### src/rtl/ucsbece154b_fifo_param.sv
// Parametrised synchronous FIFO: depth/width params, occupancy count, almost flags, flush, error pulses.
// Latency: status one cycle after request; data_o show-ahead with UCSBECE154B_FIFO_FWFT_EN, else registered on pop.
// Backpressure: push on full accepted only alongside an accepted pop; rejected requests pulse overflow_o/underflow_o.
module ucsbece154b_fifo_param #(
    parameter int DATA_WIDTH    = 32,
    parameter int NR_ENTRIES    = 8,
    parameter int AFULL_THRESH  = NR_ENTRIES - 1,
    parameter int AEMPTY_THRESH = 1
) (
    input  logic                               clk_i,
    input  logic                               rst_ni,
    input  logic                               flush_i,
    input  logic                               push_i,
    input  logic [DATA_WIDTH-1:0]              data_i,
    input  logic                               pop_i,
    output logic [DATA_WIDTH-1:0]              data_o,
    output logic                               valid_o,
    output logic                               full_o,
    output logic                               almost_full_o,
    output logic                               almost_empty_o,
    output logic [$clog2(NR_ENTRIES+1)-1:0]    count_o,
    output logic                               overflow_o,
    output logic                               underflow_o
);
    localparam int CW = $clog2(NR_ENTRIES + 1);
    localparam int PW = $clog2(NR_ENTRIES);

    logic [DATA_WIDTH-1:0] mem [NR_ENTRIES];
    logic [PW-1:0]         head, tail;
    logic [CW-1:0]         count;
    logic [31:0]           count_ext;
    logic                  pop_acc, push_acc;
    logic                  ovf_q, unf_q;

    // Depth need not be a power of two, so wrap by explicit compare.
    function automatic logic [PW-1:0] ptr_inc(input logic [PW-1:0] p);
        return (p == PW'(NR_ENTRIES - 1)) ? '0 : p + PW'(1);
    endfunction

    assign pop_acc  = pop_i & ~flush_i & (count != '0);
    assign push_acc = push_i & ~flush_i & ((count < CW'(NR_ENTRIES)) | pop_acc);

    always_ff @(posedge clk_i) begin
        if (!rst_ni) begin
            head  <= '0;
            tail  <= '0;
            count <= '0;
        end else if (flush_i) begin
            head  <= '0;
            tail  <= '0;
            count <= '0;
        end else begin
            if (push_acc) tail <= ptr_inc(tail);
            if (pop_acc)  head <= ptr_inc(head);
            count <= count + CW'(push_acc) - CW'(pop_acc);
        end
    end

    always_ff @(posedge clk_i) begin
        if (rst_ni && push_acc) mem[tail] <= data_i;
    end

    always_ff @(posedge clk_i) begin
        if (!rst_ni) begin
            ovf_q <= 1'b0;
            unf_q <= 1'b0;
        end else begin
            ovf_q <= push_i & ~flush_i & ~push_acc;
            unf_q <= pop_i & ~flush_i & ~pop_acc;
        end
    end

`ifdef UCSBECE154B_FIFO_FWFT_EN
    assign data_o = mem[head];
`else
    logic [DATA_WIDTH-1:0] data_q;

    // Holds the last popped word; flush deliberately leaves it alone.
    always_ff @(posedge clk_i) begin
        if (!rst_ni)      data_q <= '0;
        else if (pop_acc) data_q <= mem[head];
    end
    assign data_o = data_q;
`endif

    assign count_ext      = 32'(count);
    assign count_o        = count;
    assign valid_o        = (count != '0);
    assign full_o         = (count == CW'(NR_ENTRIES));
    assign almost_full_o  = (count_ext >= AFULL_THRESH);
    assign almost_empty_o = (count_ext <= AEMPTY_THRESH);
    assign overflow_o     = ovf_q;
    assign underflow_o    = unf_q;
endmodule

### config.mk
export PLATFORM = sky130hd
export DESIGN_NAME = ucsbece154b_fifo_param
export DESIGN_NICKNAME = d
export VERILOG_FILES = /design/src/rtl/ucsbece154b_fifo_param.sv
export SDC_FILE = /design/constraint.sdc
export NUM_CORES = 1
export LEC_CHECK = 0
export BUFFER_PORTS_ARGS = -buffer_cell sky130_fd_sc_hd__buf_4
export CORE_ASPECT_RATIO = 1.2
export CORE_UTILIZATION = 40
export CTS_BUF_LIST = sky130_fd_sc_hd__clkbuf_8 sky130_fd_sc_hd__clkbuf_16
export CTS_CLUSTER_SIZE = 25
export DETAILED_ROUTE_END_ITERATION = 10
export HOLD_SLACK_MARGIN = 0.02
export PLACE_DENSITY_LB_ADDON = 0.1
export SYNTH_ARGS = -nofsm -noshare
export SYNTH_HDL_FRONTEND = slang
export SYNTH_SLANG_ARGS = --single-unit
### constraint.sdc
create_clock -name clk_i -period 9.09 [get_ports clk_i]
set_input_delay 0.4545 -clock clk_i [delete_from_list [all_inputs] [get_ports clk_i]]
set_output_delay 0.4545 -clock clk_i [all_outputs]
set_load 0.1 [all_outputs]
==> impl_metrics.tcl <==
set metrics [dict create \
    wl_per_cell_um 20.27 \
    hold_buffers 0 \
    required_ns 9.52 \
    grt_max_degree 69 \
    dieHeight_um 187.2 \
    synth.cell_area_um2 11430 \
    design_area_um2 13240 \
    drc 0 \
    p_leak_nw 4.335 \
    synth_xor_area_frac 0.001532 \
    h-tree-depth 1 \
    end_kind "flip-flop" \
    met2_usage 0.2835 \
    status "complete, no violations" \
    start_util 0.4083 \
    yosysWarnings 0 \
    maxCapViolations 0 \
    dr.pass1.iters 4 \
    dpl_cell_area_um2 12350 \
    synth-simple-area-share 0.02123 \
    ys_ff_latch 300 \
    place_congestion 0.7165 \
    worstMarginPinSlew_ns 1.155 \
    grt_use_total 0.1603 \
    critPathLaunchType "flip-flop" \
    rows 67 \
    seqCellArea_um2 8574 \
    drt_iter0_markers 312 \
    setup_viol 0 \
    gr-total-overflow 0 \
    ys_seq_area_frac 0.7495 \
    diodes 0 \
    die-area_um2 29260 \
    antenna_left 0 \
    n_fill_cell 2445 \
    grt.met1_usage 0.2007 \
    cts_setup_buffers 0 \
    synth.area.mux_share 0.1230 \
    crit_type "flip-flop to flip-flop" \
    cts_inserted_buffers 30 \
    final_max_slew_viol_count 0 \
    crit_chain "inv_1 -> ha_1 -> nor3b_2 -> inv_2 -> nand2_2 -> inv_2 -> ha_1 -> inv_1 -> ha_1 -> inv_1 -> fa_1 -> xor2_1 -> nor2_1" \
    path_max_fanout 67 \
    relSlewSlack 0.2303 \
    synth_cell_type_count 37 \
    synth-adder-area-share 0.01488 \
    multi_input_area_um2 2615 \
    skew_ns 0.006915 \
    clk_pin_slew_worst_paths_ns 0.06 \
    core_um2 28000 \
    cts_tree "yes" \
    port_buffers 78 \
    busiest_layer "met2" \
    antenna_found_initial 0 \
    rsz0062_at_grt "false" \
    clock.fmax_mhz 315.1 \
    path_delay_family "adder cells" \
    syn-instance-count 643 \
    critical_path.max_stage_delay_ns 0.79 \
    synthesis.nets 693 \
    hpwlAfterDp_mm 12.29 \
    vias 5869 \
    hold_viol_final 0 \
    period_share 0.3491 \
    root_buffer "clkbuf_16" \
    met3_usage 0.02549 \
    fin_crit_ns 3.174 \
    mostFrequentLayoutCell "edfxtp_1" \
    syn_area_per_cell_um2 17.78 \
    cts_sinks 300 \
    tns_ns 0 \
    ctsResizeCount 0 \
    synth_compound_area_frac 0.06326 \
    wirelength_mm 22.84 \
    syn2layout_area_growth_pct 15.81 \
    io_pins 79 \
    cp_data_arrival_time_ns 3.60 \
    final_cell_mix "edfxtp_1, buf_4, a21oi_1" \
    nNetsFinal 774 \
    crit_buf_inv 5 \
    power_w 0.002800 \
    ir_drop_mv 0.1214 \
    crit_slowest_cell "inv_2" \
    powerDensity_nw_per_um2 211.5 \
    clockBufferDepth 3 \
    via_per_inst 5.208 \
    insertion_delay_ns 0.55 \
    drive_above_1_share 0.2233 \
    die_w_um 156.3 \
    grt_first_pass_wirelength_mm 35.25 \
    hp-class "input pin to flip-flop" \
    synth_top_family_by_area "multiplexers" \
    grt_pass1_vias 6138 \
]
## layout make-up
cell class / count / share of cell area
flip-flops and latches: 300 / 0.6476
multi-input cells: 297 / 0.1975
clock buffers: 33 / 0.06067
repair buffers: 87 / 0.04933
well taps: 379 / 0.03582
clock inverters: 23 / 0.006804
inverters: 8 / 0.002268
## where the power goes
part | switching, W | leakage [nW] | internal, W | total (W)
clock | 0.000481 | 0.511 | 0.000625 | 0.00111
sequential | 0.00000866 | 2.66 | 0.00151 | 0.00152
combinational | 0.000134 | 1.16 | 0.0000439 | 0.000178
total | 0.000624 | 4.34 | 0.00218 | 0.00280
## Yosys cell counts, drive strengths merged
cell,instances,area (um^2)
a21o,1,7.510
a21oi,70,350.3
and2,1,6.260
and3,1,6.260
buf,31,247.7
clkbuf,7,26.28
dfxtp,44,880.8
edfxtp,256,7687
fa,1,20.02
ha,12,150.1
inv,8,30.03
mux2i,67,670.6
mux4,32,735.7
nand2,14,55.06
nand2b,2,12.51
nand3,3,15.01
nand3b,3,22.52
nor2,11,41.29
nor2b,2,12.51
nor3,2,10.01
nor3b,2,20.02
o21ai,33,165.2
o22ai,32,200.2
or2,2,12.51
or2b,1,7.510
or3,2,12.51
or3b,1,8.760
xnor2,1,8.760
xor2,1,8.760
## flip-flops by register name, summed over array words and instances, names as in the netlist
signal	cells
data_o	32
tail	3
head	3
overflow_o	1
mem	256
count_o	4
underflow_o	1
## through the flow
step	setup slack [ns]	hold WS (ns)	utilization	std cells
2_1_floorplan	4.292	0.4686	-	643
3_3_place_gp	6.023	0.4826	0.4410	1071
3_5_place_dp	5.893	0.5033	0.4410	1071
4_1_cts	5.885	0.1095	0.4729	1127
5_1_grt	5.655	0.1218	0.4729	1127
6_report	5.916	0.1382	0.4729	1127
## path summary, 6_finish.rpt
path	from	to	slack, ns	cells past startpoint
setup / recovery	count_o[3]	count_o[2]	5.92	13
hold / removal	data_i[9]	mem[1][9]	0.14	1
setup reg to reg	count_o[3]	count_o[2]	5.92	13
hold reg to reg	tail[2]	tail[2]	0.51	2
## per-layer routing
| layer | vias up | wire length, um | share of wire |
|---|---|---|---|
| li1 | 2705 | - | - |
| met1 | 2998 | 9692 | 0.42 |
| met2 | 131 | 11780 | 0.52 |
| met3 | 35 | 949 | 0.042 |
| met4 | 0 | 420 | 0.018 |
| met5 | - | 0 | 0 |
## logic make-up after synthesis
kind of cell	after synthesis
AND/OR/NAND/NOR	47
buffers and inverters	46
XOR/XNOR	2
multiplexers	99
AO/OA/AOI/OAI	136
flip-flops	300
adder cells (fa/ha/maj)	13
Power figures use the tool's default switching activity.
